==> src/rtl/jtdsp16_do_seq.sv <==
// DSP16 do/redo sequencer: captures an NI-word loop body from ROM and replays it K-1 times
// (K times for redo). Redo support is enabled by defining JTDSP16_DO_REDO_EN.
module jtdsp16_do_seq (
  input  logic        clk,
  input  logic        rst_n,
  input  logic        cen,
  input  logic        do_start,
  input  logic [10:0] do_data,
  input  logic        ins_fetch,
  input  logic [15:0] rom_dout,
  output logic        up_xcache,
  output logic [15:0] cache_dout,
  output logic        pc_hold,
  output logic        no_int,
  output logic [6:0]  iter_left,
  output logic        do_err
);

  localparam int unsigned DataW = 16;
  localparam int unsigned PtrW  = 4;
  localparam int unsigned IterW = 7;
  localparam int unsigned Depth = 15;

`ifdef JTDSP16_DO_REDO_EN
  localparam bit RedoEn = 1'b1;
`else
  localparam bit RedoEn = 1'b0;
`endif

  typedef enum logic [1:0] {
    IDLE   = 2'd0,
    FILL   = 2'd1,
    REPLAY = 2'd2
  } state_t;

  state_t           state_q, state_d;
  logic [PtrW-1:0]  ni_q, ni_d;
  logic [PtrW-1:0]  ptr_q, ptr_d;
  logic [IterW-1:0] iter_q, iter_d;
  logic             cache_valid_q, cache_valid_d;
  logic             do_err_q, do_err_d;
  logic             mem_we_c;
  logic [DataW-1:0] mem [Depth];

  logic [PtrW-1:0]  cmd_ni;
  logic [IterW-1:0] cmd_k;
  logic             body_end_c;

  assign cmd_ni     = do_data[10:7];
  assign cmd_k      = do_data[6:0];
  assign body_end_c = (ptr_q == PtrW'(ni_q - PtrW'(1)));

  // Next-state logic; commands outside IDLE are rejected but never disturb a running loop
  always_comb begin
    state_d       = state_q;
    ni_d          = ni_q;
    ptr_d         = ptr_q;
    iter_d        = iter_q;
    cache_valid_d = cache_valid_q;
    do_err_d      = 1'b0;
    mem_we_c      = 1'b0;

    if (do_start && ((state_q != IDLE) || (cmd_k == '0) ||
                     ((cmd_ni == '0) && !cache_valid_q))) begin
      do_err_d = 1'b1;
    end

    case (state_q)
      IDLE: begin
        if (do_start && (cmd_k != '0)) begin
          if (cmd_ni != '0) begin
            ni_d          = cmd_ni;
            iter_d        = cmd_k;
            ptr_d         = '0;
            cache_valid_d = 1'b0;
            state_d       = FILL;
          end else if (cache_valid_q) begin
            iter_d  = cmd_k;
            ptr_d   = '0;
            state_d = REPLAY;
          end
        end
      end
      FILL: begin
        if (ins_fetch) begin
          mem_we_c = 1'b1;
          if (body_end_c) begin
            cache_valid_d = 1'b1;
            iter_d        = IterW'(iter_q - IterW'(1));
            ptr_d         = '0;
            state_d       = (iter_q == IterW'(1)) ? IDLE : REPLAY;
          end else begin
            ptr_d = PtrW'(ptr_q + PtrW'(1));
          end
        end
      end
      REPLAY: begin
        if (ins_fetch) begin
          if (body_end_c) begin
            ptr_d  = '0;
            iter_d = IterW'(iter_q - IterW'(1));
            if (iter_q == IterW'(1)) state_d = IDLE;
          end else begin
            ptr_d = PtrW'(ptr_q + PtrW'(1));
          end
        end
      end
      default: state_d = IDLE;
    endcase

    // Without redo support the cache is never considered reusable
    cache_valid_d = cache_valid_d & RedoEn;
  end

  always_ff @(posedge clk or negedge rst_n) begin
    if (!rst_n) begin
      state_q       <= IDLE;
      ni_q          <= '0;
      ptr_q         <= '0;
      iter_q        <= '0;
      cache_valid_q <= 1'b0;
      do_err_q      <= 1'b0;
    end else if (cen) begin
      state_q       <= state_d;
      ni_q          <= ni_d;
      ptr_q         <= ptr_d;
      iter_q        <= iter_d;
      cache_valid_q <= cache_valid_d;
      do_err_q      <= do_err_d;
    end
  end

  // Cache storage has no reset; contents are only meaningful once cache_valid is set
  always_ff @(posedge clk) begin
    if (cen && mem_we_c) mem[ptr_q] <= rom_dout;
  end

  assign up_xcache  = (state_q == REPLAY);
  assign pc_hold    = (state_q == REPLAY);
  assign no_int     = (state_q != IDLE);
  assign cache_dout = (state_q == REPLAY) ? mem[ptr_q] : '0;
  assign iter_left  = iter_q;
  assign do_err     = do_err_q;

endmodule
==> config.mk <==
export PLATFORM = sky130hd
export DESIGN_NAME = jtdsp16_do_seq
export DESIGN_NICKNAME = d
export VERILOG_FILES = /design/src/rtl/jtdsp16_do_seq.sv
export SDC_FILE = /design/constraint.sdc
export NUM_CORES = 1
export LEC_CHECK = 0
export CORE_MARGIN = 2
export CORE_UTILIZATION = 55
export DETAILED_ROUTE_END_ITERATION = 10
export GPL_ROUTABILITY_DRIVEN = 0
export HOLD_SLACK_MARGIN = 0.02
export PLACE_DENSITY = 0.74
export SYNTH_ARGS = -nofsm -noshare
export SYNTH_HDL_FRONTEND = slang
export SYNTH_SLANG_ARGS = --single-unit
==> constraint.sdc <==
create_clock -name clk -period 4.8 [get_ports clk]
set_input_delay 0.72 -clock clk [delete_from_list [all_inputs] [get_ports clk]]
set_output_delay 0.72 -clock clk [all_outputs]
set_load 0.01 [all_outputs]
==> summary.txt, run 1 <==
Clock tree
  • Max Buffers Root-to-Sink: 3
  • Worst-skew pair later-pin latency: 0.53 ns
  • # clock sinks: 258
  • Reg clk slew, reported paths: 0.06 ns
  • CTS buffer count: 26
  • CTS tree: yes
  • CTS Root Cell: clkbuf_16
  • Htree depth: 1
  • Post-CTS setup repair buffer count: 0
  • Post_cts resized: 0
  • # hold bufs at CTS: 0

Die
  • Core area: 0.0188 mm2
  • DIE AREA: 0.0203 mm2
  • Die height: 143 um
  • # IOs: 59
  • Row count: 50
  • Die Width: 143 um
  • Starting Density: 0.563

Hold path
  • HP Class: flip-flop to flip-flop
  • Hold path startpoint: do_err$_DFFE_PN0P_

Timing
  • Final Cycle Share: 0.882
  • Setup TNS Final: 0 ns
  • Final Hold Fails: 0
  • # setup viols final: 0
  • RSZ-0062 raised after global routing: false
  • Fmax: 236 MHz
  • Tmin final: 4.23 ns
  • Max Slew Vio Count: 0
  • Clk_skew: 0.0105 ns
  • Max_slew headroom: 0.244
  • Final Hold Slack: 0.484 ns
  • Worst slew pin tran: 1.13 ns

Place
  • Port Buf Inserts: 58
  • Detail Placement HPWL: 12.7 mm

Logic synthesis
  • Synth Area in Adders: 0.0118
  • Post-synthesis net count: 607
  • Multiplexer share of the synthesized area: 0.158
  • Synth Cell Area: 0.0106 mm2
  • Synth top area share: 0.682
  • Post-synthesis compound-gate area fraction: 0.0315
  • Post-Synthesis Cells: 565
  • Simple-gate share of the synthesized area: 0.0517
  • Synth Register Bits: 258
  • Yosys warns: 0
  • Sequential area share after synthesis: 0.725
  • Syn Area/Cell: 18.7 um2
  • Post-synth cell types: 49
  • Main combinational cell family by area after synthesis: multiplexers
  • Post-synth top area cell: edfxtp_1
  • Ranking of synthesized cells by area: edfxtp_1, mux4_2, dfrtp_1, mux2i_1, nand2_1
  • XOR/XNOR share of the synthesized area: 0.00628

Routing
  • WL final: 22.0 mm
  • Post-route ant nets: 0
  • DR vias: 5,526
  • Pre-antenna DRT Iters: 5
  • Avg Vias per Cell: 6.20
  • Drt wl/cell: 24.7 um
  • DR iter-0 viols: 520
  • DRC viols: 0

Critical path
  • Crit-path max FO: 45
  • Data arrival time of the critical path: 3.51 ns
  • Worst-path cell chain: buf_4 -> mux4_2 -> mux4_2 -> and2_1 -> clkdlybuf4s50_1
  • Critical path launch point: ptr_q[0]$_DFFE_PN0P_
  • Critical Path RT: 4.08 ns
  • Worst setup EP type: output port
  • Critical path launch point type: flip-flop
  • Crit-path most repeated cell: mux4_2
  • CP max-delay cell: dfrtp_4
  • Crit Path Class: flip-flop to output port
  • CP max stage delay: 0.98 ns
  • Critical R2R Launch: ptr_q[2]$_DFFE_PN0P_

Global route
  • Initial antenna violation count: 0
  • First-pass GRT wire length: 33.3 mm
  • Total grt overflow: 0
  • GR Util All Layers: 0.223
  • Vias in the first global route: 5,554
  • Largest net degree at the start of global routing: 80

Pwr
  • Clock share of power: 0.301
  • Logic pwr share: 0.244
  • Lkg Pwr: 4.00 nW
  • Pint: 0.00454 W
  • Cell Pwr Density: 516 mW/mm2
  • Peak supply drop: 0.336 mV
  • Sequential Power Share: 0.455
  • Net Sw Power: 0.00182 W
  • Sw Ratio: 0.287

Final layout
  • Fin nets: 682
  • Layout cell share with drive strength beyond 1: 0.212
  • Ant. Diodes: 0
  • Layout fillers: 1,256
  • Area Growth Syn to Fin: 16.7%

Flow run
  • Max cap viols: 0

Run status
  • Outcome: complete, no violations
cells by family (layout without fill, tap and decap cells):
| kind of cell | after synthesis | in the layout |
|---|---|---|
| multiplexers | 89 | 89 |
| XOR/XNOR | 5 | 5 |
| flip-flops | 258 | 258 |
| AO/OA/AOI/OAI | 51 | 51 |
| adder cells (fa/ha/maj) | 10 | 10 |
| AND/OR/NAND/NOR | 112 | 112 |
| buffers and inverters | 40 | 132 |
worst max-delay path: cells and delay by family (launching register included):
family	cells	cell delay (ns)
and+or+nand+nor	1	0.18
DFF	1	0.98
buffers and inverters	2	0.82
muxes	2	0.98
power by group through the flow:
| stage | Sequential, W | Clock (W) | Combinational, W |
|---|---|---|---|
| 2_1_floorplan | 0.00270 | 0 | 0.00130 |
| 3_3_place_gp | 0.00293 | 0 | 0.00151 |
| 3_5_place_dp | 0.00295 | 0 | 0.00155 |
| 4_1_cts | 0.00290 | 0.00194 | 0.00156 |
| 5_1_grt | 0.00293 | 0.00202 | 0.00168 |
| 6_report | 0.00289 | 0.00191 | 0.00155 |
final cells by class:
class / instances / area [um2] / area share
timing repair buffer: 76 / 728 / 0.0591
inverter: 11 / 41.3 / 0.00335
clock inverter: 11 / 131 / 0.0107
tap: 234 / 293 / 0.0237
sequential: 258 / 7670 / 0.622
multi-input combinational: 267 / 2790 / 0.226
clock buffer: 34 / 681 / 0.0552
Yosys cell counts (all sizes together):
cell type	number
o31a	1
a41o	1
o211a	2
o21ai	21
xor3	1
or4	2
xor2	1
o311ai	1
nor4	2
nand3	12
o211ai	1
mux2i	21
o21a	1
a21oi	6
nor3	10
o22ai	1
buf	12
o311a	1
o31ai	2
xnor2	3
nor2b	3
mux2	6
dfrtp	18
a2bb2oi	1
edfxtp	240
nand2b	3
a211oi	2
clkinv	1
inv	10
o32a	1
nand2	39
mux4	62
and2	17
o2bb2ai	2
a41oi	2
o41ai	1
clkbuf	17
nand4	3
a31oi	3
nor2	20
a21o	1
ha	10
and3	1
worst paths after layout:
path,slack [ns],to,depth (start not counted)
setup / recovery,0.57,cache_dout[15],5
hold / removal,0.48,do_err$_DFFE_PN0P_,1
setup reg to reg,1.84,iter_left[5]$_DFFE_PN0P_,5
hold reg to reg,0.48,do_err$_DFFE_PN0P_,1
max in group asynchronous,3.50,ptr_q[1]$_DFFE_PN0P_,1
min in group asynchronous,0.67,do_err$_DFFE_PN0P_,1
metal layers:
| layer | part of all wire | track usage | wire length [um] | vias up |
|---|---|---|---|---|
| li1 | - | - | - | 2414 |
| met1 | 0.41 | 0.316 | 8990 | 2850 |
| met2 | 0.50 | 0.369 | 11000 | 232 |
| met3 | 0.071 | 0.0350 | 1560 | 30 |
| met4 | 0.020 | 0.0563 | 435 | 0 |
| met5 | 0 | 0 | 0 | - |
placed cells by master, fill, tap and decap left out, types with 6 or more instances in the layout:
cell / instances
buf_4: 17
nor2_1: 11
dfrtp_1: 15
inv_1: 10
mux4_2: 62
clkbuf_1: 8
nor2_2: 9
mux2_2: 6
mux2i_1: 21
clkbuf_16: 26
o21ai_0: 20
nand2_1: 38
edfxtp_1: 240
and2_1: 17
ha_1: 10
nand3_1: 12
clkdlybuf4s50_1: 58
a21oi_1: 6
metrics by stage:
stage / power, W / setup slack [ns] / cell area [um2] / cells / util
after global routing: 0.00663 / 0.372 / 12300 / 891 / 0.657
after global placement: 0.00444 / 1.09 / 11500 / 846 / 0.614
after floorplan: 0.00400 / 2.00 / 10600 / 565 / -
after CTS: 0.00640 / 0.495 / 12300 / 891 / 0.657
after detailed placement: 0.00449 / 1.06 / 11500 / 846 / 0.614
final: 0.00636 / 0.566 / 12300 / 891 / 0.657
sequential cells by signal (all words and copies together), names as in the netlist:
register   cells
state_q        2
mem          240
iter_left      7
ptr_q          4
do_err         1
ni_q           4
Note: power is estimated with default switching activity, not from simulation.
==> run 2: changes to the inputs <==
CORE_UTILIZATION = 45   (was 55)
PLACE_DENSITY = default   (was 0.74)
==> summary.txt, run 2 (same netlist as run 1, synthesis figures left out) <==
Pwr
  • Pint: 0.00460 W (+1.4%)
  • Clock share of power: 0.307 (+0.006)
  • Sw Ratio: 0.286 (-0.000294)
  • PnR Total Power: 0.00645 W (+1.3%)
  • Net Sw Power: 0.00185 W (+1.2%)
  • Peak supply drop: 0.282 mV (-16%)
  • Lkg Pwr: 4.03 nW (+0.71%)
  • Cell Pwr Density: 516 mW/mm2 (about the same)
  • Logic pwr share: 0.253 (+0.009)
  • Sequential Power Share: 0.440 (-0.015)

Die
  • # IOs: 59 (unchanged)
  • Starting Density: 0.454 (-0.109)
  • Core area: 0.0233 mm2 (+24%)
  • Row count: 56 (+12%)
  • Die height: 157 um (+10%)
  • DIE AREA: 0.0247 mm2 (+22%)
  • Die Width: 157 um (+10%)

Routing
  • Pre-antenna DRT Iters: 5 (unchanged)
  • Post-route ant nets: 0 (unchanged)
  • DR vias: 5,538 (+0.22%)
  • WL final: 22.9 mm (+4.1%)
  • Drt wl/cell: 23.3 um (-5.6%)
  • Avg Vias per Cell: 5.63 (-9.2%)
  • DRC viols: 0 (unchanged)
  • DR iter-0 viols: 446 (-14%)

Timing
  • Setup TNS Final: 0 ns (unchanged)
  • Worst slew pin tran: 1.17 ns (+0.0390 ns)
  • Final Cycle Share: 0.876 (-0.00654)
  • Max_slew headroom: 0.218 (-0.0260)
  • Tmin final: 4.20 ns (-0.0314 ns)
  • # setup viols final: 0 (unchanged)
  • Fmax: 238 MHz (+0.75%)
  • Clk_skew: 0.00894 ns (-0.00154 ns)
  • Setup WS post-layout: 0.597 ns (+0.0314 ns)
  • Final Hold Fails: 0 (unchanged)
  • Max Slew Vio Count: 0 (unchanged)
  • RSZ-0062 raised after global routing: false

Global route
  • Total grt overflow: 0 (unchanged)
  • Initial antenna violation count: 0 (unchanged)
  • First-pass GRT wire length: 34.7 mm (+4.3%)
  • Largest net degree at the start of global routing: 54 (-33%)
  • Vias in the first global route: 5,762 (+3.7%)
  • GR Util All Layers: 0.191 (-0.0316)

Clock tree
  • # clock sinks: 258 (unchanged)
  • Worst-skew pair later-pin latency: 0.54 ns (about the same)
  • CTS buffer count: 27 (+3.8%)
  • Post-CTS setup repair buffer count: 0 (unchanged)
  • CTS Root Cell: clkbuf_16
  • Post_cts resized: 0 (unchanged)
  • # hold bufs at CTS: 0 (unchanged)
  • Max Buffers Root-to-Sink: 3 (unchanged)
  • Reg clk slew, reported paths: 0.06 ns (about the same)
  • CTS tree: yes
  • Htree depth: 1 (unchanged)

Final layout
  • Fin nets: 686 (+0.59%)
  • Finished Cell Area: 0.0125 mm2 (+1.3%)
  • Layout cell share with drive strength beyond 1: 0.220 (+0.00864)
  • Top reg by flops: mem
  • Largest register FFs: 240 (unchanged)
  • Commonest non-fill, non-tap cells in the layout: edfxtp_1, mux4_2, clkdlybuf4s50_1
  • Area Growth Syn to Fin: 18.1%
  • Commonest non-fill, non-tap cell in the layout: edfxtp_1

Place
  • DP Area: 0.0116 mm2 (+1.1%)
  • Port Buf Inserts: 58 (unchanged)
  • Place WS: 1.09 ns (+0.0337 ns)
  • Detail Placement HPWL: 13.3 mm (+4.2%)

Critical path
  • Data arrival time of the critical path: 3.48 ns (-0.03 ns)
  • CP max-delay cell: dfrtp_4
  • CP delay by family, top: multiplexers
  • Crit-path max FO: 35 (-22%)
  • Worst setup EP type: output port
  • Critical path launch point type: flip-flop
  • Crit Path Class: flip-flop to output port
  • Worst-path cell chain: buf_4 -> mux4_2 -> mux4_2 -> and2_1 -> clkdlybuf4s50_1
  • CP max stage delay: 0.89 ns (-0.09 ns)
  • Crit-path most repeated cell: mux4_2
  • Critical Path RT: 4.08 ns (about the same)
  • Buffers plus inverters on the worst setup path: 2 (unchanged)

Run status
  • Outcome: complete, no violations

Flow run
  • Max cap viols: 0 (unchanged)

Hold path
  • HP Class: flip-flop to flip-flop
-- run 2: cell count changes in the layout (fill, tap and decap cells not counted), sizes merged --
cell / previous run / this run
buf: 18 / 21
clkbuf: 34 / 38
clkinv: 8 / 6
diode: 0 / 1
inv: 10 / 11
-- run 2: cell type report --
type | instances | area (um2)
sequential | 258 | 7660
timing repair buffer | 79 | 751
antenna | 1 | 2.50
multi-input combinational | 267 | 2790
inverter | 11 | 41.3
clock buffer | 38 | 727
fill | 1864 | 10800
tap | 319 | 399
clock inverter | 10 | 106
-- run 2: worst paths after layout --
kind / startpoint / end / slack [ns] / cells after the start
hold / removal: do_err$_DFFE_PN0P_ / do_err$_DFFE_PN0P_ / 0.48 / 1
min in group asynchronous: rst_n / iter_left[6]$_DFFE_PN0P_ / 0.72 / 1
hold reg to reg: do_err$_DFFE_PN0P_ / do_err$_DFFE_PN0P_ / 0.48 / 1
setup reg to reg: ptr_q[1]$_DFFE_PN0P_ / mem[2][6]$_DFFE_PP_ / 1.59 / 6
setup / recovery: ptr_q[0]$_DFFE_PN0P_ / cache_dout[6] / 0.60 / 5
max in group asynchronous: rst_n / ptr_q[0]$_DFFE_PN0P_ / 3.39 / 1
-- run 2: stage by stage --
stage,util,cells,hold slack [ns]
after detailed placement,0.501,934,0.482
after CTS,0.537,982,0.495
after global placement,0.501,934,0.468
after floorplan,-,565,0.424
after global routing,0.537,982,0.502
final,0.537,983,0.484
-- run 2: worst register-to-register path, cell delays in order (launching register included) --
cell and delay (ns):
dfrtp_2 1.12, buf_4 0.38, buf_4 0.21, ha_1 0.16, nand2_1 0.14, nor3_2 0.46, buf_4 0.40
-- run 2: metal layers --
metal	track usage	part of all wire	vias up
met5	0	0	-
met4	0.0459	0.018	0
met3	0.0297	0.057	35
met2	0.324	0.50	161
met1	0.262	0.43	2908
li1	-	-	2434
-- run 2: power by group through the flow --
stage                     clock network, W  registers (W)  logic [W]
final                              0.00198        0.00284    0.00163
after global routing               0.00211        0.00287    0.00178
after CTS                          0.00202        0.00285    0.00165
after detailed placement                 0        0.00289    0.00164
after global placement                   0        0.00288    0.00161
after floorplan                          0        0.00270    0.00130
